### config.mk
export PLATFORM = sky130hd
export DESIGN_NAME = ysyx_wb_arb
export DESIGN_NICKNAME = d
export VERILOG_FILES = /design/src/rtl/ysyx_wb_arb_pkg.sv /design/src/rtl/ysyx_rr_pick.sv /design/src/rtl/ysyx_wb_arb.sv
export SDC_FILE = /design/constraint.sdc
export NUM_CORES = 1
export LEC_CHECK = 0
export BUFFER_PORTS_ARGS = -buffer_cell sky130_fd_sc_hd__buf_2
export CAP_MARGIN = 20
export CELL_PAD_IN_SITES_DETAIL_PLACEMENT = 1
export CELL_PAD_IN_SITES_GLOBAL_PLACEMENT = 2
export CORE_MARGIN = 3
export CORE_UTILIZATION = 27
export CTS_CLUSTER_DIAMETER = 60
export DETAILED_ROUTE_END_ITERATION = 12
export GPL_TIMING_DRIVEN = 1
export PLACE_DENSITY = 0.91
export SETUP_SLACK_MARGIN = 0.1
export SYNTH_ARGS = -nofsm -noshare
export SYNTH_HDL_FRONTEND = slang
export SYNTH_SLANG_ARGS = --single-unit
export TNS_END_PERCENT = 30
### constraint.sdc
create_clock -name clk -period 2.9 [get_ports clk]
set_clock_uncertainty 0.2 [all_clocks]
set_input_delay 0.145 -clock clk [delete_from_list [all_inputs] [get_ports clk]]
set_output_delay 0.145 -clock clk [all_outputs]
set_load 0.01 [all_outputs]
### src/rtl/ysyx_wb_arb_pkg.sv
// rtl/ysyx_wb_arb_pkg.sv - shared types and constants for the writeback arbiter
package ysyx_wb_arb_pkg;

  localparam int WB_N_REQ = 3;
  localparam int WB_XLEN  = 32;
  localparam int WB_RF_AW = 5;
  localparam int WB_CNT_W = 16;

  // Requester slots; slot 0 wins first after reset
  localparam int WB_REQ_ALU = 0;
  localparam int WB_REQ_LSU = 1;
  localparam int WB_REQ_CSR = 2;

  typedef struct packed {
    logic [WB_RF_AW-1:0] rd;
    logic [WB_XLEN-1:0]  data;
    logic [WB_XLEN-1:0]  pc;
    logic                ebreak;
  } wb_req_t;

  // Occupancy of the one-entry commit register
  typedef enum logic {
    WB_EMPTY = 1'b0,
    WB_FULL  = 1'b1
  } wb_state_e;

endpackage

### src/rtl/ysyx_rr_pick.sv
// rtl/ysyx_rr_pick.sv - combinational round-robin priority picker
module ysyx_rr_pick #(
  parameter int N  = 3,
  parameter int PW = (N > 1) ? $clog2(N) : 1
) (
  input  logic [N-1:0]  req,
  input  logic [PW-1:0] ptr,
  output logic [N-1:0]  gnt,
  output logic [PW-1:0] gnt_idx,
  output logic          any
);

  // Scan from ptr upward, wrapping, and take the first active request
  always_comb begin
    int idx;
    gnt     = '0;
    gnt_idx = '0;
    any     = 1'b0;
    idx     = 0;
    for (int k = 0; k < N; k++) begin
      idx = (int'(ptr) + k) % N;
      if (!any && req[idx]) begin
        any          = 1'b1;
        gnt[idx]     = 1'b1;
        gnt_idx      = PW'(idx);
      end
    end
  end

endmodule

### src/rtl/ysyx_wb_arb.sv
// rtl/ysyx_wb_arb.sv - round-robin writeback arbiter, sole register-file writer
module ysyx_wb_arb
  import ysyx_wb_arb_pkg::*;
#(
  parameter int N_REQ = WB_N_REQ,
  parameter int XLEN  = WB_XLEN,
  parameter int RF_AW = WB_RF_AW,
  parameter int CNT_W = WB_CNT_W
) (
  input  logic                   clk,
  input  logic                   rst,
  input  logic [N_REQ-1:0]       req_valid,
  output logic [N_REQ-1:0]       req_ready,
  input  logic [N_REQ*RF_AW-1:0] req_rd,
  input  logic [N_REQ*XLEN-1:0]  req_data,
  input  logic [N_REQ*XLEN-1:0]  req_pc,
  input  logic [N_REQ-1:0]       req_ebreak,
  input  logic                   flush,
  output logic                   out_valid,
  input  logic                   out_ready,
  output logic [XLEN-1:0]        out_pc,
  output logic                   out_ebreak,
  output logic                   rf_we,
  output logic [RF_AW-1:0]       rf_waddr,
  output logic [XLEN-1:0]        rf_wdata,
  output logic [CNT_W-1:0]       conflict_cnt
);

  localparam int PW = (N_REQ > 1) ? $clog2(N_REQ) : 1;

  wb_state_e        state;
  logic [PW-1:0]    rr_ptr;
  logic [RF_AW-1:0] ent_rd;
  logic [XLEN-1:0]  ent_data;
  logic [XLEN-1:0]  ent_pc;
  logic [N_REQ-1:0] pick_gnt;
  logic [PW-1:0]    pick_idx;
  logic             pick_any;
  logic             can_accept;
  logic             grant;
  logic             multi;

  ysyx_rr_pick #(.N(N_REQ), .PW(PW)) u_pick (
    .req     (req_valid),
    .ptr     (rr_ptr),
    .gnt     (pick_gnt),
    .gnt_idx (pick_idx),
    .any     (pick_any)
  );

  assign out_valid = (state == WB_FULL);

  // rst gates acceptance so nothing is granted while reset is held
  assign can_accept = rst & ~flush & (~out_valid | out_ready);
  assign req_ready  = can_accept ? pick_gnt : '0;
  assign grant      = can_accept & pick_any;
  assign multi      = ($countones(req_valid) > 1);

  // x0 writes are dropped but the commit handshake still completes
  assign rf_we    = out_valid & out_ready & ~flush & (ent_rd != '0);
  assign rf_waddr = ent_rd;
  assign rf_wdata = ent_data;
  assign out_pc   = ent_pc;

  // Entry register, occupancy state, rotation pointer and conflict counter
  always_ff @(posedge clk or negedge rst) begin
    if (!rst) begin
      state        <= WB_EMPTY;
      rr_ptr       <= '0;
      ent_rd       <= '0;
      ent_data     <= '0;
      ent_pc       <= '0;
      out_ebreak   <= 1'b0;
      conflict_cnt <= '0;
    end else if (flush) begin
      state <= WB_EMPTY;
    end else if (grant) begin
      state      <= WB_FULL;
      ent_rd     <= req_rd[pick_idx*RF_AW +: RF_AW];
      ent_data   <= req_data[pick_idx*XLEN +: XLEN];
      ent_pc     <= req_pc[pick_idx*XLEN +: XLEN];
      out_ebreak <= req_ebreak[pick_idx];
      rr_ptr     <= (pick_idx == PW'(N_REQ - 1)) ? '0 : pick_idx + PW'(1);
      if (multi && (conflict_cnt != '1)) begin
        conflict_cnt <= conflict_cnt + CNT_W'(1);
      end
    end else if (out_valid && out_ready) begin
      state <= WB_EMPTY;
    end
  end

endmodule

Yosys cells after proc, flatten, opt, wreduce, memory -nomap -nowiden
Index checks and enable logic that the tools add are counted.

Bits in registers: 89. Input port bits: 217. Output and inout bits: 91. Logic and storage cells: 85.

Add/subtract/negate cells: 6. $mul: 1. Divide/modulo/power cells: 3. Magnitude comparators: 8. Equal/unequal tests: 2. Shift operators: 3. Muxes and demuxes: 31. Bitwise logic cells: 11. Reductions and logical operators: 13.

Operators with widths (count): 96-bit by 8-bit indexed part select with 32-bit output (2); 32-bit by 1-bit >= comparator with 1-bit output (second input constant) (3); 32-bit by 4-bit less-than comparator with 1-bit output (second input constant) (3); 32-bit by 3-bit modulo with 32-bit output (second input constant) (2); 3-bit by 3-bit modulo with 32-bit output (second input constant) (1); 16-bit by 1-bit adder with 16-bit output (second input constant) (1); 1-bit two-way mux (16); 16-bit inequality test (second input constant) (1); 15-bit by 6-bit indexed part select with 5-bit output (1); 3-bit two-way mux (4); 1-bit binary-select mux with 2-bit select (4); 2-bit two-way mux (4); 1-bit logical AND (7); 1-bit AND (6); 1-bit demux with 2-bit select (3); 3-bit OR (2); 2-bit by 3-bit multiplier with 5-bit output (second input constant) (1); 5-bit nonzero test (1); 2-bit by 1-bit adder with 3-bit output (1); 2-bit by 1-bit adder with 3-bit output (second input constant) (1); 2-bit by 2-bit adder with 3-bit output (second input constant) (1); 3-bit by 1-bit greater-than comparator with 1-bit output (second input constant) (1); 2-bit by 3-bit less-than comparator with 1-bit output (second input constant) (1); 3-bit AND reduction (1); other kinds (8) (10).

Longest topological paths before layout
Gate-level depths: netlist (run 1).

Depth after elaboration: 14. Gate-level depth with buffers: 11. Depth with buffers taken out: 8.

Cells and area by module
From an unflattened synthesis (run 1), not the netlist that was laid out.

Cell total of the unflattened synthesis: 601. Area total of the unflattened synthesis: 5218.8 um2.

Modules (own cells, without submodules): ysyx_wb_arb (times used 1, cells each 549, area an instance 4837.1 um2, sequential area each 2227.1 um2); ysyx_rr_pick (times used 1, cells each 52, area an instance 381.6 um2, sequential area each 0.0 um2).

Worst setup path after synthesis (run 1)
OpenSTA, ideal clock, no wires.

Path kind: reg-to-reg. Start point: register rr_ptr[1]. End point: register ent_pc[14], in the netlist out_pc[14]. Library setup time: 0.145 ns. Arrival: 2.237 ns. Data required time: 2.555 ns. Path slack: 0.318 ns. Cell stages (with the launch flop): 10. Path buffers: 1. Period minus slack after synthesis: 2.582 ns. Cells stage by stage: dfrtp_1 -> inv_1 -> ha_1 -> mux2_4 -> or3_4 -> a31oi_4 -> clkbuf_1 -> and2b_1 -> a211oi_2 -> o31ai_2.

Longest elaborated chain between the ends: 13. Elaborated cells on any way between the ends: 27. Those cells by class: add/sub: 2; div: 3; shift: 1; mux: 15; bitwise: 1; reduce/logical: 5.

RTL lines: start, declared (line ysyx_wb_arb.sv:32) `logic [PW-1:0] rr_ptr;`; start signal, assigned (line ysyx_wb_arb.sv:83) `rr_ptr <= (pick_idx == PW'(N_REQ - 1)) ? '0 : pick_idx + PW'(1);`; parallel branches: the longest is 13 deep, another holds 32-bit by 3-bit modulo with 32-bit output; end signal, assigned (line ysyx_wb_arb.sv:81) `ent_pc <= req_pc[pick_idx*XLEN +: XLEN];`; end, declared (line ysyx_wb_arb.sv:35) `logic [XLEN-1:0] ent_pc;`.

Parallel ways; which one is timed is not known. The select of a mux whose other input is x is not followed. A chain may end at the register's enable or synchronous reset.

Worst setup path after layout (run 1)
Start point: register rr_ptr[1]. End point: register ent_pc[16], in the netlist out_pc[16].

Same word-level chain as after synthesis.

==> summary.md, run 1 <==
| Metric | Value |
|---|---|
| Largest net degree at the start of global routing | `59` |
| Initial antenna violation count | `6` |
| Critical path buffers and inverters | `4` |
| Routed via count | `6669` |
| Crit path largest cell delay | `0.43 ns` |
| Cell Area, Synth | `0.00614 sq mm` |
| Register area | `0.00223 sq mm` |
| Vias in the first global route | `7290` |
| HPWL Detailed | `16500 microns` |
| Final Slew Violations | `0` |
| Pwr Density | `1040 mW/mm^2` |
| Fin nets | `1302` |
| Maxcap violations | `0` |
| RSZ-0062 raised after global routing | `yes` |
| I/O pin cnt | `308` |
| Clock slew at reported path FFs | `0.07 ns` |
| Number of synthesized flops with an enable pin | `0` |
| Avg Synthesized Cell Area | `10.0 sq um` |
| Slew HR | `40.9%` |
| Clock tree sinks | `89` |
| ANT nets after route | `0` |
| Top post-synthesis cells by area | `dfrtp_1 (36%), a211oi_2 (14%), o31ai_2 (14%)` |
| Layout area overhead | `66.5%` |
| Final-report setup violation count | `0` |
| Grt ovf | `0` |
| Register area share after synthesis | `36.3%` |
| Root Driver | `clkbuf_16` |
| Total negative slack | `0 ns` |
| Worst-path cell chain | `inv_2 > ha_4 > mux2_4 > or3_4 > a31oi_4 > buf_12 > buf_12 > clkbuf_16 > and2b_1 > a211oi_2 > o31ai_2` |
| Slew @ Worst Pin | `0.886 ns` |
| CTS tree | `done` |
| Full die area | `0.0246 sq mm` |
| Post-synth top cells | `dfrtp_1 (89), nand2_1 (85), nor2_1 (84)` |
| Top delay family on crit path | `simple AND/OR/NAND/NOR gates` |
| Worst EP required | `2.92 ns` |
| H-tree depth | `3` |
| Largest family of logic cells by synthesized area | `compound AO/OA/AOI/OAI gates` |
| Drc violations | `0` |
| CP most frequent cell | `buf_12` |
| Routed WL | `27300 microns` |
| Hold/Removal Path Class | `primary input to flop` |
| Flops & latches, synth | `89` |
| TritonCTS Buffers | `9` |
| Rows | `54` |
| Kind of critical path | `flop to flop` |
| # port buffers | `307` |
| Final Hold Vio Count | `0` |
| FILL cells | `2509` |
| Dominant cell type by area after synthesis | `dfrtp_1` |
| Synth Area in Adders | `1.22%` |
| Fmax | `364 MHz` |
| Clk buf depth | `2` |
| Layout cells sized above 1 | `49.8%` |
| Synth Net Count | `835` |
| Leakage Power | `4.78 nW` |
| Period utilisation layout | `94.6%` |
| Global-route wire length before repair | `40000 microns` |
| Max FO, Critical Path | `6` |
| Die W | `157 microns` |
| XOR/XNOR share of the synthesized area | `2.14%` |
| Post-synth cell types | `52` |
| Starting density of the core | `27.8%` |
| Mapped Cells | `612` |
| Main synth FF type | `dfrtp_1` |
| Multi-input logic area | `0.00363 sq mm` |
| CP max-delay cell | `dfrtp_2` |
| Later-pin clock latency in the skew report | `0.34 ns` |
| Post-synthesis compound-gate area fraction | `31.4%` |
| Max VDD drop | `0.437 mV` |
| Yosys top cell area share | `36.3%` |
| Most frequent cell after synthesis | `dfrtp_1` |
| Status | `complete, no violations` |
| Total GRT Usage | `20.8%` |
| First-pass DRT Iterations | `4` |
| Simple logic cell fraction of the synthesized area | `21.9%` |
| Synth warnings | `0` |
| Mux share of post-synthesis cell area | `0.754%` |
| Via density | `4.88` |
| Worst Setup End Kind | `flop` |
| Startpoint Class | `flop` |
| Final Critical Period | `2.74 ns` |
| DR WL/cell | `19.9 microns` |
| DRT iter0 DRCs | `256` |
| Core area | `0.0221 sq mm` |
| Worst hold slack | `0.0230 ns` |
| Gpl congestion | `0.823` |
| Async set-reset flop share out of synthesis | `100%` |
| Worst path arrival time | `2.76 ns` |
| Die height | `157 microns` |
-- sequential cells by signal, summed over array words and instances, names as in the netlist --
register and cells:
rr_ptr 2, rf_wdata 32, out_valid 1, out_ebreak 1, conflict_cnt 16, out_pc 32
rf_waddr 5
-- through the flow --
step	std cells	cell area [sq um]	power [mW]	worst slack, ns	utilization [%]
finish	1367	10200	10.7	0.156	46.3
global route	1367	10200	11.4	0.0491	46.3
detailed placement	1183	8090	8.32	0.0389	36.6
floorplan	612	6140	6.39	0.318	-
global placement	1183	8090	8.16	0.0663	36.6
CTS	1339	9820	9.85	0.0622	44.5
-- per-layer routing --
| layer | global-route usage [%] | wire length [microns] |
|---|---|---|
| met4 | 9.17 | 1140 |
| met2 | 38.1 | 14000 |
| met3 | 4.56 | 1570 |
| met1 | 22.9 | 10500 |
| met5 | 0 | 46 |
-- cell families after synthesis --
kind of cell / after synthesis
XOR/XNOR: 15
adder cells (fa/ha/maj): 6
AO/OA/AOI/OAI: 167
multiplexers: 4
flip-flops: 89
buffers and inverters: 55
AND/OR/NAND/NOR: 276
-- repair_timing --
action,4_1_cts,5_1_grt
gates resized for setup,4,19
buffers inserted,0,19
endpoints found under the hold margin,102,0
hold buffers,139,0
pin swaps,0,12
setup endpoints to repair,9,80
gates cloned,1,6
-- worst register-to-register path: stages (launching register included) --
cell	delay, ns
dfrtp_2	0.43
inv_2	0.09
ha_4	0.15
mux2_4	0.30
or3_4	0.35
a31oi_4	0.23
buf_12	0.15
buf_12	0.11
clkbuf_16	0.14
and2b_1	0.19
a211oi_2	0.21
o31ai_2	0.08
-- path summary, 6_finish.rpt --
check,startpoint,to,depth (start not counted),slack (ns)
worst max-delay path,rr_ptr[1],out_pc[16],11,0.16
worst min-delay path,req_pc[37],out_pc[5],3,0.02
worst max register to register,rr_ptr[1],out_pc[16],11,0.16
worst min register to register,out_pc[23],out_pc[23],2,0.28
max in group asynchronous,rst,rr_ptr[0],4,1.02
min in group asynchronous,rst,conflict_cnt[0],3,0.23
-- where the power goes --
group          switching, mW  internal, mW  total [mW]
registers              0.344          1.77        2.11
clock network          0.525         0.694        1.22
logic                   3.99          3.33        7.33
total                   4.86          5.80        10.7
-- final cells by class --
cell class	count	share of cell area, %
antenna	3	0.0734
clock buffer	12	2.41
inverter	4	0.147
tap	280	3.43
clock inverter	4	0.514
multi-input combinational	468	35.5
sequential	89	21.8
timing repair buffer	507	36.1
-- layout by cell type, fill, tap and decap left out, types with 5 or more instances in the layout --
master	Yosys	routed
nor2b_1	48	48
dfrtp_1	89	87
dlygate4sd3_1	0	139
buf_12	8	15
nor2_1	84	84
clkbuf_16	0	14
nand2b_1	5	5
xor2_1	10	10
o21ai_0	6	5
and2b_1	22	22
buf_4	7	38
o31ai_2	69	69
nand2_1	85	84
buf_2	7	306
nand3b_1	5	5
xnor2_1	5	5
nand4_1	6	6
a211oi_2	69	69
(Power assumes the default switching activity.)
==> run 2: changes to the inputs <==
--- a/config.mk
+++ b/config.mk
@@ -7,10 +7,8 @@
 export LEC_CHECK = 0
 export BUFFER_PORTS_ARGS = -buffer_cell sky130_fd_sc_hd__buf_2
 export CAP_MARGIN = 20
-export CELL_PAD_IN_SITES_DETAIL_PLACEMENT = 1
-export CELL_PAD_IN_SITES_GLOBAL_PLACEMENT = 2
 export CORE_MARGIN = 3
-export CORE_UTILIZATION = 27
+export CORE_UTILIZATION = 47
 export CTS_CLUSTER_DIAMETER = 60
 export DETAILED_ROUTE_END_ITERATION = 12
 export GPL_TIMING_DRIVEN = 1
==> summary.md, run 2 (synthesis gave the netlist of run 1 again) <==
| Metric | Value |
|---|---|
| Status | `complete, no violations (unchanged)` |
| Top delay family on crit path | `simple AND/OR/NAND/NOR gates (unchanged)` |
| HPWL Detailed | `13800 microns (was 16500 microns)` |
| Total GRT Usage | `33.7% (was 20.8%)` |
| Total negative slack | `0 ns (unchanged)` |
| Clock slew at reported path FFs | `0.07 ns (about the same)` |
| Via density | `5.82 (was 4.88)` |
| Register area | `0.00223 sq mm (about the same)` |
| Gpl congestion | `0.847 (was 0.823)` |
| Period utilisation layout | `99.1% (was 94.6%)` |
| ANT nets after route | `0 (unchanged)` |
| Routed WL | `27400 microns (was 27300 microns)` |
| Die W | `120 microns (was 157 microns)` |
| Rows | `41 (was 54)` |
| Worst path arrival time | `2.90 ns (was 2.76 ns)` |
| H-tree depth | `3 (unchanged)` |
| Initial antenna violation count | `3 (was 6)` |
| Total power | `10.7 mW (about the same)` |
| Vias in the first global route | `7503 (was 7290)` |
| Grt ovf | `0 (unchanged)` |
| Critical R2R Capture | `rf_wdata[27] (was out_pc[16])` |
| Core area | `0.0127 sq mm (was 0.0221 sq mm)` |
| R2R cell count | `11 (unchanged)` |
| Final Critical Period | `2.87 ns (was 2.74 ns)` |
| Worst-path cell chain | `inv_2 > ha_4 > mux2_4 > or3_4 > a31oi_4 > buf_12 > buf_4 > clkbuf_16 > and2b_1 > a211oi_2 > o31ai_2 (was inv_2 > ha_4 > mux2_4 > or3_4 > a31oi_4 > buf_12 > buf_12 > clkbuf_16 > and2b_1 > a211oi_2 > o31ai_2)` |
| CTS tree | `done (unchanged)` |
| Layout cells sized above 1 | `50.1% (was 49.8%)` |
| Maxcap violations | `0 (unchanged)` |
| Hold/Removal Path Class | `primary input to flop (unchanged)` |
| Worst EP required | `2.92 ns (about the same)` |
| CP max-delay cell | `dfrtp_1 (was dfrtp_2)` |
| Slew @ Worst Pin | `0.893 ns (was 0.886 ns)` |
| Clock tree sinks | `89 (unchanged)` |
| Crit path to | `rf_wdata[27] (was out_pc[16])` |
| Crit path largest cell delay | `0.41 ns (was 0.43 ns)` |
| Critical path origin | `rr_ptr[1] (unchanged)` |
| First-pass DRT Iterations | `5 (was 4)` |
| # port buffers | `307 (unchanged)` |
| Kind of critical path | `flop to flop (unchanged)` |
| Critical path buffers and inverters | `4 (unchanged)` |
| Routed via count | `7286 (was 6669)` |
| Slew HR | `40.5% (was 40.9%)` |
| Drc violations | `0 (unchanged)` |
| Flop-to-flop setup slack | `0.03 ns (was 0.16 ns)` |
| Post-layout util | `78.6% (was 46.3%)` |
| Startpoint Class | `flop (unchanged)` |
| Largest net degree at the start of global routing | `66 (was 59)` |
| Global-route wire length before repair | `38800 microns (was 40000 microns)` |
| Starting density of the core | `48.4% (was 27.8%)` |
| Multi-input logic area | `0.00361 sq mm (was 0.00363 sq mm)` |
| Full die area | `0.0145 sq mm (was 0.0246 sq mm)` |
| Leakage Power | `4.75 nW (was 4.78 nW)` |
| Later-pin clock latency in the skew report | `0.34 ns (about the same)` |
| RSZ-0062 raised after global routing | `yes (unchanged)` |
| Critical path depth | `11 (unchanged)` |
| Final Slew Violations | `0 (unchanged)` |
| Die height | `120 microns (was 157 microns)` |
| DR WL/cell | `21.9 microns (was 19.9 microns)` |
| Final-report setup violation count | `0 (unchanged)` |
| Pwr Density | `1080 mW/mm^2 (was 1040 mW/mm^2)` |
| Final Hold Vio Count | `0 (unchanged)` |
| Worst Setup End Kind | `flop (unchanged)` |
| FILL cells | `703 (was 2509)` |
| Reg-to-reg critical path startpoint | `rr_ptr[1] (unchanged)` |
| Most frequent cells in the layout | `buf_2 (306), dlygate4sd3_1 (133), dfrtp_1 (88) (was buf_2 (306), dlygate4sd3_1 (139), dfrtp_1 (87))` |
| Root Driver | `clkbuf_16 (unchanged)` |
| Fmax | `348 MHz (was 364 MHz)` |
| Fin nets | `1294 (was 1302)` |
| Max VDD drop | `0.706 mV (was 0.437 mV)` |
| Most common cell after layout, fill and taps aside | `buf_2 (unchanged)` |
| Max FO, Critical Path | `7 (was 6)` |
| Layout area overhead | `62.3% (was 66.5%)` |
| Clk buf depth | `2 (unchanged)` |
| TritonCTS Buffers | `9 (unchanged)` |
| I/O pin cnt | `308 (unchanged)` |
| DRT iter0 DRCs | `500 (was 256)` |
[run 2: cell count changes in the layout (fill, tap and decap cells not counted), moves of 2 or more]
| cell | delta |
|---|---|
| buf_4 | +4 |
| buf_12 | -7 |
| clkinv_2 | +2 |
| buf_16 | +2 |
| clkinvlp_4 | -2 |
| dlygate4sd3_1 | -6 |
| clkbuf_1 | -2 |
[run 2: worst min-delay path by stage]
| stage | start | endpoint | slack (ns) | depth (start not counted) |
|---|---|---|---|---|
| floorplan | rst | conflict_cnt[0] | -0.35 | 0 |
| global placement | rst | conflict_cnt[2] | -0.003 | 2 |
| detailed placement | rst | conflict_cnt[2] | 0.0007 | 2 |
| CTS | req_pc[47] | out_pc[15] | 0.0003 | 3 |
| global route | req_data[61] | rf_wdata[29] | 0.01 | 3 |
| finish | req_data[32] | rf_wdata[0] | 0.002 | 3 |
[run 2: final cells by class]
class	count	area share (%)
multi-input cells	468	36.2
repair buffers	499	35.7
flip-flops and latches	89	22.4
clock buffers	11	2.54
well taps	172	2.16
clock inverters	5	0.779
inverters	4	0.151
diodes	3	0.0754
[run 2: power breakdown]
part           switching, mW  internal, mW  total, mW
sequential             0.407          1.77       2.18
combinational           4.08          3.15       7.23
clock                  0.507         0.800       1.31
total                   4.99          5.72       10.7
[run 2: per-stage QoR]
step           hold slack [ns]  instance area (sq um)  instances  setup slack [ns]
2_1_floorplan           -0.351                   6140        612             0.318
6_report               0.00221                   9960       1251            0.0270
4_1_cts               0.000289                   9680       1228            0.0993
3_5_place_dp          0.000727                   7910       1076           -0.0502
5_1_grt                0.00980                   9960       1250            -0.219
3_3_place_gp          -0.00285                   7910       1076            0.0648
[run 2: per-layer routing]
layer	routed length [microns]	track usage, %	vias to the layer above
met5	13	0	-
met4	2170	22.5	2
met1	9390	37.5	3400
met2	13200	56.8	593
met3	2610	8.70	189
li1	-	-	3102
[run 2: timing repair]
action | CTS | global route
pin swaps | 1 | 7
endpoints found under the hold margin | 95 | 0
endpoints found under the setup margin | 65 | 76
hold buffers | 133 | 0
cloned | 2 | 5
gates resized for setup | 5 | 17
setup buffers | 1 | 15
[run 2: worst reg2reg max path, cell delays in order (launching register included)]
cell,delay [ns]
dfrtp_1,0.41
inv_2,0.10
ha_4,0.20
mux2_4,0.32
or3_4,0.39
a31oi_4,0.19
buf_12,0.15
buf_4,0.14
clkbuf_16,0.16
and2b_1,0.20
a211oi_2,0.21
o31ai_2,0.10
